[src/rtl/hyperbus_pkg.sv]
// Shared HyperBus types: CA width, CA field layout, address assembly and the CA receiver states.
package hyperbus_pkg;

    localparam int unsigned CA_W = 48;

    typedef struct packed {
        logic        rw;
        logic        addr_space;
        logic        burst_type;
        logic [28:0] addr_hi;
        logic [12:0] rsvd;
        logic [2:0]  addr_lo;
    } ca_t;

    typedef enum logic [1:0] {
        IDLE,
        COLLECT,
        WAIT_CS
    } cmd_addr_rx_state_e;

    function automatic logic [31:0] ca_to_addr(input ca_t ca);
        return {ca.addr_hi, ca.addr_lo};
    endfunction

endpackage

[src/rtl/cmd_addr_rx_if.sv]
// Beat input and decoded-CA output bundle of the HyperBus CA receiver.
interface cmd_addr_rx_if #(
    parameter int unsigned DATA_W = 16
);
    logic              cs_n_i;
    logic              beat_valid_i;
    logic [DATA_W-1:0] beat_i;
    logic              ca_valid_o;
    logic              ca_ready_i;
    logic              rw_o;
    logic              address_space_o;
    logic              burst_type_o;
    logic [31:0]       address_o;
    logic              abort_o;
    logic              overrun_o;
    logic              reserved_err_o;

    modport master (
        output cs_n_i, beat_valid_i, beat_i, ca_ready_i,
        input  ca_valid_o, rw_o, address_space_o, burst_type_o, address_o,
               abort_o, overrun_o, reserved_err_o
    );

    modport slave (
        input  cs_n_i, beat_valid_i, beat_i, ca_ready_i,
        output ca_valid_o, rw_o, address_space_o, burst_type_o, address_o,
               abort_o, overrun_o, reserved_err_o
    );
endinterface

[src/rtl/cmd_addr_rx.sv]
// HyperBus Command-Address receiver: collects MSB-first CA beats while CS# is low and decodes them.
// Optional reserved-bit check is enabled by defining CMD_ADDR_RX_RSVD_CHECK_EN.
module cmd_addr_rx
    import hyperbus_pkg::*;
#(
    parameter int unsigned DATA_W = 16
) (
    input  logic          clk_i,
    input  logic          rst_i,
    cmd_addr_rx_if.slave  bus
);

    localparam int unsigned     NB     = CA_W / DATA_W;
    localparam int unsigned     CNT_W  = 3;
    localparam int unsigned     SREG_W = CA_W - DATA_W;
    localparam logic [CNT_W-1:0] LAST  = CNT_W'(NB - 1);

    if (!(DATA_W == 8 || DATA_W == 16)) begin : g_bad_data_w
        $error("cmd_addr_rx: DATA_W must be 8 or 16");
    end

    cmd_addr_rx_state_e state;
    logic [CNT_W-1:0]   cnt;
    logic [SREG_W-1:0]  sreg;

    logic               ca_valid;
    logic               rw;
    logic               addr_space;
    logic               burst_type;
    logic [31:0]        address;
    logic               abort;
    logic               overrun;

    logic               handshake;
    logic               last_beat;
    ca_t                ca_next;

    // Shift register only holds the beats before the last; the last beat is taken straight from the bus.
    assign ca_next   = ca_t'({sreg, bus.beat_i});
    assign handshake = ca_valid && bus.ca_ready_i;
    assign last_beat = (state == COLLECT) && !bus.cs_n_i && bus.beat_valid_i && (cnt == LAST);

`ifdef CMD_ADDR_RX_RSVD_CHECK_EN
    logic rsvd_err;
`else
    logic unused_rsvd;
    assign unused_rsvd = ^ca_next.rsvd;
`endif

    always_ff @(posedge clk_i or posedge rst_i) begin
        if (rst_i) begin
            state      <= IDLE;
            cnt        <= '0;
            sreg       <= '0;
            ca_valid   <= 1'b0;
            rw         <= 1'b0;
            addr_space <= 1'b0;
            burst_type <= 1'b0;
            address    <= '0;
            abort      <= 1'b0;
            overrun    <= 1'b0;
`ifdef CMD_ADDR_RX_RSVD_CHECK_EN
            rsvd_err   <= 1'b0;
`endif
        end else begin
            abort   <= 1'b0;
            overrun <= 1'b0;

            case (state)
                IDLE: begin
                    if (!bus.cs_n_i && bus.beat_valid_i) begin
                        sreg  <= {sreg[SREG_W-DATA_W-1:0], bus.beat_i};
                        cnt   <= CNT_W'(1);
                        state <= COLLECT;
                    end
                end
                COLLECT: begin
                    // CS# closing wins over a beat presented in the same cycle.
                    if (bus.cs_n_i) begin
                        abort <= 1'b1;
                        cnt   <= '0;
                        state <= IDLE;
                    end else if (bus.beat_valid_i) begin
                        sreg <= {sreg[SREG_W-DATA_W-1:0], bus.beat_i};
                        if (cnt == LAST) begin
                            cnt   <= '0;
                            state <= WAIT_CS;
                        end else begin
                            cnt <= cnt + 1'b1;
                        end
                    end
                end
                WAIT_CS: begin
                    if (bus.cs_n_i) begin
                        state <= IDLE;
                    end
                end
                default: begin
                    state <= IDLE;
                    cnt   <= '0;
                end
            endcase

            // A completed CA loads only if the output slot is free or being emptied this cycle.
            if (last_beat) begin
                if (!ca_valid || handshake) begin
                    ca_valid   <= 1'b1;
                    rw         <= ca_next.rw;
                    addr_space <= ca_next.addr_space;
                    burst_type <= ca_next.burst_type;
                    address    <= ca_to_addr(ca_next);
`ifdef CMD_ADDR_RX_RSVD_CHECK_EN
                    rsvd_err   <= |ca_next.rsvd;
`endif
                end else begin
                    overrun <= 1'b1;
                end
            end else if (handshake) begin
                ca_valid <= 1'b0;
`ifdef CMD_ADDR_RX_RSVD_CHECK_EN
                rsvd_err <= 1'b0;
`endif
            end
        end
    end

    assign bus.ca_valid_o      = ca_valid;
    assign bus.rw_o            = rw;
    assign bus.address_space_o = addr_space;
    assign bus.burst_type_o    = burst_type;
    assign bus.address_o       = address;
    assign bus.abort_o         = abort;
    assign bus.overrun_o       = overrun;
`ifdef CMD_ADDR_RX_RSVD_CHECK_EN
    assign bus.reserved_err_o  = rsvd_err;
`else
    assign bus.reserved_err_o  = 1'b0;
`endif

endmodule

[src/flat_wrapper.sv]
// flat-port wrapper written by rule: the top's interface ports become plain ports
module cmd_addr_rx_flat import hyperbus_pkg::*;
#(
    parameter int unsigned DATA_W = 16
)
  (clk_i, rst_i, bus_cs_n_i, bus_beat_valid_i, bus_beat_i, bus_ca_ready_i, bus_ca_valid_o, bus_rw_o, bus_address_space_o, bus_burst_type_o, bus_address_o, bus_abort_o, bus_overrun_o, bus_reserved_err_o);
  cmd_addr_rx_if #(.DATA_W(DATA_W)) bus_i ();
  input  logic clk_i;
  input  logic rst_i;
  input wire logic [$bits(bus_i.cs_n_i)-1:0] bus_cs_n_i;
  input wire logic [$bits(bus_i.beat_valid_i)-1:0] bus_beat_valid_i;
  input wire logic [$bits(bus_i.beat_i)-1:0] bus_beat_i;
  input wire logic [$bits(bus_i.ca_ready_i)-1:0] bus_ca_ready_i;
  output wire logic [$bits(bus_i.ca_valid_o)-1:0] bus_ca_valid_o;
  output wire logic [$bits(bus_i.rw_o)-1:0] bus_rw_o;
  output wire logic [$bits(bus_i.address_space_o)-1:0] bus_address_space_o;
  output wire logic [$bits(bus_i.burst_type_o)-1:0] bus_burst_type_o;
  output wire logic [$bits(bus_i.address_o)-1:0] bus_address_o;
  output wire logic [$bits(bus_i.abort_o)-1:0] bus_abort_o;
  output wire logic [$bits(bus_i.overrun_o)-1:0] bus_overrun_o;
  output wire logic [$bits(bus_i.reserved_err_o)-1:0] bus_reserved_err_o;
  assign bus_i.cs_n_i = bus_cs_n_i;
  assign bus_i.beat_valid_i = bus_beat_valid_i;
  assign bus_i.beat_i = bus_beat_i;
  assign bus_i.ca_ready_i = bus_ca_ready_i;
  assign bus_ca_valid_o = bus_i.ca_valid_o;
  assign bus_rw_o = bus_i.rw_o;
  assign bus_address_space_o = bus_i.address_space_o;
  assign bus_burst_type_o = bus_i.burst_type_o;
  assign bus_address_o = bus_i.address_o;
  assign bus_abort_o = bus_i.abort_o;
  assign bus_overrun_o = bus_i.overrun_o;
  assign bus_reserved_err_o = bus_i.reserved_err_o;
  cmd_addr_rx #(.DATA_W(DATA_W)) u_core (.clk_i(clk_i), .rst_i(rst_i), .bus(bus_i));
endmodule
[config.mk]
export PLATFORM = sky130hd
export DESIGN_NAME = cmd_addr_rx_flat
export DESIGN_NICKNAME = d
export VERILOG_FILES = /design/src/rtl/hyperbus_pkg.sv /design/src/rtl/cmd_addr_rx_if.sv /design/src/rtl/cmd_addr_rx.sv /design/src/flat_wrapper.sv
export SDC_FILE = /design/constraint.sdc
export NUM_CORES = 1
export LEC_CHECK = 0
export BUFFER_PORTS_ARGS = -buffer_cell sky130_fd_sc_hd__buf_4
export CORE_UTILIZATION = 48
export CTS_CLUSTER_SIZE = 30
export DETAILED_ROUTE_END_ITERATION = 8
export PLACE_DENSITY = 0.79
export SYNTH_ARGS = -nofsm -noshare
export SYNTH_HDL_FRONTEND = slang
export SYNTH_SLANG_ARGS = --single-unit
[constraint.sdc]
create_clock -name clk_i -period 2.45 [get_ports clk_i]
set_clock_uncertainty 0.2 [all_clocks]
set_input_delay 0.3675 -clock clk_i [delete_from_list [all_inputs] [get_ports clk_i]]
set_output_delay 0.3675 -clock clk_i [all_outputs]
set_load 0.01 [all_outputs]
==> flow_summary.ini, run 1 <==
[global_routing]
grt_max_degree = 76
grt_pass1_vias = 1683
grt_overflow = 0
antenna_found_initial = 0
grt_usage = 0.173
grt_pass1_wl_um = 8120

[detailed_routing]
dr.pass1.iters = 4
vias = 1669
viasPerCell = 5.10
drtAntennaViolNets = 0
drc = 0
wl_um = 5170
routedWlPerCell_um = 15.8
drtIter0Drc = 61

[timing]
drv_slew = 0
finalHoldViolCount = 0
fin_setup_tns_ns = 0
slew_headroom = 0.571
worstMarginPinSlew_ns = 0.643
timing.final.crit_period_ns = 1.93
rsz0062_at_grt = false
fin_crit_sh = 0.788
max_freq_ghz = 0.518
setup_viol = 0

[critical_path]
cp.arrival_ns = 1.96
path_cells = or3b_1 -> a32oi_1 -> mux2i_1
crit_fanout = 14
path_class = reg -> reg
cp-end-kind = flip-flop
cp.required_ns = 2.48
slowest_delay_ns = 0.71
worstSetupStartpointType = flip-flop
critPathTopFamily = simple AND/OR/NAND/NOR gates
rrSetupSlack_ns = 0.52
cp_slowest_cell = or3b_1
worst-path-buf-inv = 0

[power]
switching_power_uw = 728
cellInternalPower_uw = 2550
p_leak_uw = 0.00195
comb_power_share = 0.151
clockPowerShare = 0.376
power_density_nw_per_um2 = 853
switching_share = 0.222
pwr-share-seq = 0.473
ir_drop_v = 0.000593

[finish]
fin_area_um2 = 3850
antenna_cells = 0
layout.cells.non_filler = 327
final_util = 0.635
num-nets-final = 269
syn_to_final_growth_pct = 24.7
layout-drive-gt1-share = 0.587

[logic_synthesis]
synthDistinctLibCells = 29
syn_nets = 207
netlist_top_cells_area = dfrtp_1, mux2_4, mux2_2
yosysTopAreaCell = dfrtp_1
async_flop_share = 1.00
synth_common_cells = dfrtp_1, mux2_2, mux2_4
seq_area_frac_synth = 0.609
postSynthAreaPerCell_um2 = 16.6
synth_cells = 186
yosys_register_bits = 75
synth_top_area_share = 0.609
synth_flop_cell = dfrtp_1
yosysWarnings = 0
yosysMostFrequentCell = dfrtp_1
synth-edff-count = 0
synth_area_um2 = 3080

[place]
placed_cell_area_um2 = 3570
place_congestion = 0.654
io_buffers = 58
place_inst = 311
dpl.hpwl_um = 3270

[clock_network]
htree_num_levels = 3
post_cts_buffers = 0
path_clk_slew_ns = 0.08
post_cts_resize_count = 0
postCtsHoldBufs = 1
cts_buffers = 9
clk_latency_ns = 0.35
clockBufferDepth = 2
cts_root_buf = clkbuf_8
cts_tree = done
clock-sinks = 75

[die]
core_um2 = 6060
fp.dieH_um = 82.2
die_area_um2 = 6750
initial_core_util = 0.509
io_pins = 60
die_w_um = 82.2
rows = 28

[job]
cap_violations = 0

[hold_path]
min_path_type = in -> reg

[run_status]
status = finished clean
[through the flow]
stage / worst slack (ns) / total power, uW / hold WS, ns
after CTS: 0.507 / 3320 / 0.0290
after global placement: 0.542 / 2050 / 0.286
after detailed placement: 0.515 / 2080 / 0.286
after floorplan: 0.696 / 1860 / 0.275
final: 0.519 / 3280 / 0.0451
after global routing: 0.427 / 3420 / 0.0285
[per-layer routing]
| layer | global-route usage | routed length (um) |
|---|---|---|
| met5 | 0 | 0 |
| met4 | 0.0684 | 70 |
| met3 | 0.0868 | 353 |
| met2 | 0.252 | 2340 |
| met1 | 0.218 | 2400 |
[worst reg2reg max path, cell delays in order, from the launching register on]
cell     delay, ns
dfrtp_1       0.51
or3b_1        0.71
a32oi_1       0.28
mux2i_1       0.10
[worst paths after layout]
kind	start	end	depth (start not counted)
worst max-delay path	u_core.state[1]	u_core.cnt[1]	3
worst min-delay path	bus_beat_i[7]	u_core.sreg[7]	2
min in group asynchronous	rst_i	u_core.bus.address_o[25]	4
worst max register to register	u_core.state[1]	u_core.cnt[1]	3
max in group asynchronous	rst_i	u_core.sreg[11]	4
worst min register to register	u_core.sreg[17]	u_core.bus.address_o[20]	1
[registers in the layout (all words and copies together), names as in the netlist]
register / count
u_core.sreg: 32
u_core.cnt: 3
u_core.bus.address_space_o: 1
u_core.bus.rw_o: 1
u_core.state: 2
u_core.bus.burst_type_o: 1
u_core.bus.ca_valid_o: 1
u_core.bus.address_o: 32
u_core.bus.abort_o: 1
u_core.bus.overrun_o: 1
[layout by cell type, fill, tap and decap left out, drive strengths merged, types with 2 or more instances in the layout]
master  instances
bufinv          4
buf            61
nand2           3
dfrtp          75
nand2b          3
nor2            3
nor2b           2
a21oi           2
clkbuf         10
mux2           67
nor3b           2
inv             2
[cells by family (layout without fill, tap and decap cells)]
logic type,count (synthesis),count (layout),share of synthesized area
and+or+nand+nor,18,18,0.0454
AOI/OAI and AO/OA,10,10,0.0227
muxes,68,68,0.287
buffers and inverters,14,80,0.0353
DFF,75,75,0.609
other,1,1,0.00122
[power groups by stage]
| stage | logic (uW) | clock network (uW) | registers, uW |
|---|---|---|---|
| floorplan | 281 | 0 | 1580 |
| CTS | 505 | 1270 | 1550 |
| global placement | 485 | 0 | 1570 |
| global route | 539 | 1310 | 1580 |
| finish | 497 | 1230 | 1550 |
| detailed placement | 502 | 0 | 1580 |
[layout make-up]
cell class	count	area, um^2
fill	452	2210
multi-input combinational	97	1100
sequential	75	1880
inverter	3	15.0
tap	75	93.8
clock buffer	10	138
timing repair buffer	62	493
clock inverter	5	125
No activity file was read; power rests on OpenSTA's default activity.
==> run 2: changes to the inputs <==
--- a/config.mk
+++ b/config.mk
@@ -9,7 +9,7 @@
 export CORE_UTILIZATION = 48
 export CTS_CLUSTER_SIZE = 30
 export DETAILED_ROUTE_END_ITERATION = 8
-export PLACE_DENSITY = 0.79
+export PLACE_DENSITY = 0.76
 export SYNTH_ARGS = -nofsm -noshare
 export SYNTH_HDL_FRONTEND = slang
 export SYNTH_SLANG_ARGS = --single-unit
==> constraint.sdc (replaced) <==
create_clock -name clk_i -period 1.95 [get_ports clk_i]
set_clock_uncertainty 0.2 [all_clocks]
set_input_delay 0.2925 -clock clk_i [delete_from_list [all_inputs] [get_ports clk_i]]
set_output_delay 0.2925 -clock clk_i [all_outputs]
set_load 0.01 [all_outputs]
==> flow_summary.ini, run 2 (synthesized netlist as in run 1, its figures left out) <==
[critical_path]
rrSetupSlack_ns = 0.20
critPathLaunch = bus_cs_n_i
cp.required_ns = 1.97
crit_fanout = 26
cp-endpoint = u_core.bus.address_o[12]
cp-end-kind = flip-flop
ff2ff_path_depth = 4
reg2reg_to = u_core.bus.address_o[12]
cp.arrival_ns = 1.90
worstSetupStartpointType = input pin
r2r_start = u_core.state[0]
path_class = in -> reg

[timing]
fin_crit_sh = 0.962
timing.final.crit_period_ns = 1.88
fin_setup_tns_ns = 0
whs_ns = 0.0664
slew_headroom = 0.608
max_freq_ghz = 0.533
drv_slew = 0
worstMarginPinSlew_ns = 0.587
setup_viol = 0
finalHoldViolCount = 0
rsz0062_at_grt = false

[clock_network]
path_clk_slew_ns = 0.08
cts_root_buf = clkbuf_8
clockBufferDepth = 2
cts_tree = done
clk_latency_ns = 0.34
htree_num_levels = 3
cts_buffers = 9
clock-sinks = 75
post_cts_resize_count = 0

[detailed_routing]
routedWlPerCell_um = 15.5
drtIter0Drc = 72
viasPerCell = 5.03
drc = 0
dr.pass1.iters = 2
wl_um = 5440
vias = 1771
drtAntennaViolNets = 0

[power]
power_density_nw_per_um2 = 922
ir_drop_v = 0.000725
p_leak_uw = 0.00203

[die]
core_um2 = 6060
io_pins = 60
rows = 28
fp.dieH_um = 82.2
die_area_um2 = 6750
die_w_um = 82.2
initial_core_util = 0.509

[finish]
num-nets-final = 293
antenna_cells = 0
layout-drive-gt1-share = 0.563
final_cell_mix = dfrtp_1, buf_4, mux2_2
nFillCells = 462
syn_to_final_growth_pct = 30.7
final_common_cell = dfrtp_1

[global_routing]
grt_overflow = 0
grt_pass1_wl_um = 9180
grt_usage = 0.189
antenna_found_initial = 0
grt_pass1_vias = 1880
grt_max_degree = 29

[place]
place_congestion = 0.771
dpl.hpwl_um = 3570
io_buffers = 58

[job]
cap_violations = 0

[run_status]
status = finished clean

[hold_path]
hp-start = bus_beat_valid_i
min_path_type = in -> reg
[run 2: changes by cell type in the layout (fill, tap and decap cells not counted), sizes merged]
cell         change
dlygate4sd3     +17
buf              +7
bufinv           -4
clkinvlp         +3
clkbuf           +1
inv              +1
[run 2: metrics by stage]
stage	power [uW]	utilization	setup slack (ns)	cells	cell area (um^2)
6_report	3720	0.665	0.0733	352	4030
5_1_grt	3930	0.665	0.0295	352	4030
4_1_cts	3760	0.665	0.109	352	4030
3_5_place_dp	2630	0.604	0.216	318	3660
3_3_place_gp	2600	0.604	0.246	318	3660
2_1_floorplan	2340	-	0.217	186	3090
[run 2: worst min path at each step]
stage	end	slack (ns)	cells past startpoint
floorplan	u_core.bus.address_o[0]	0.24	1
finish	u_core.state[0]	0.07	3
CTS	u_core.state[0]	0.05	3
detailed placement	u_core.sreg[21]	0.20	2
global route	u_core.state[0]	0.08	3
global placement	u_core.sreg[21]	0.19	2
[run 2: worst max-delay path: stages]
cell and delay, ns:
dlygate4sd3_1 0.54, buf_4 0.18, nor3b_4 0.23, nand3_4 0.13, buf_12 0.20, mux2_4 0.31
[run 2: layer usage]
layer  up-vias  share of wire  global-route usage
li1        825              -                   -
met1       890           0.44               0.231
met2        49           0.49               0.307
met3         7          0.057              0.0681
met4         0          0.011              0.0684
met5         -              0                   0
[run 2: cell type report]
class | count | area (um^2) | share of cell area
inverters | 3 | 15.0 | 0.00372
repair buffers | 86 | 753 | 0.187
clock buffers | 11 | 151 | 0.0376
clock inverters | 5 | 36.3 | 0.00900
well taps | 75 | 93.8 | 0.0233
flip-flops and latches | 75 | 1880 | 0.466
multi-input cells | 97 | 1100 | 0.274
[run 2: repair_timing]
| item | in CTS | in global routing |
|---|---|---|
| hold buffers | 18 | 0 |
| hold endpoints to repair | 43 | 0 |
| setup buffers | 0 | 0 |
[run 2: power by group]
part | internal [uW] | switching [uW] | total, uW | leakage [uW]
Combinational | 443 | 232 | 675 | 0.000974
Sequential | 1800 | 149 | 1940 | 0.000964
Clock | 533 | 566 | 1100 | 0.0000880
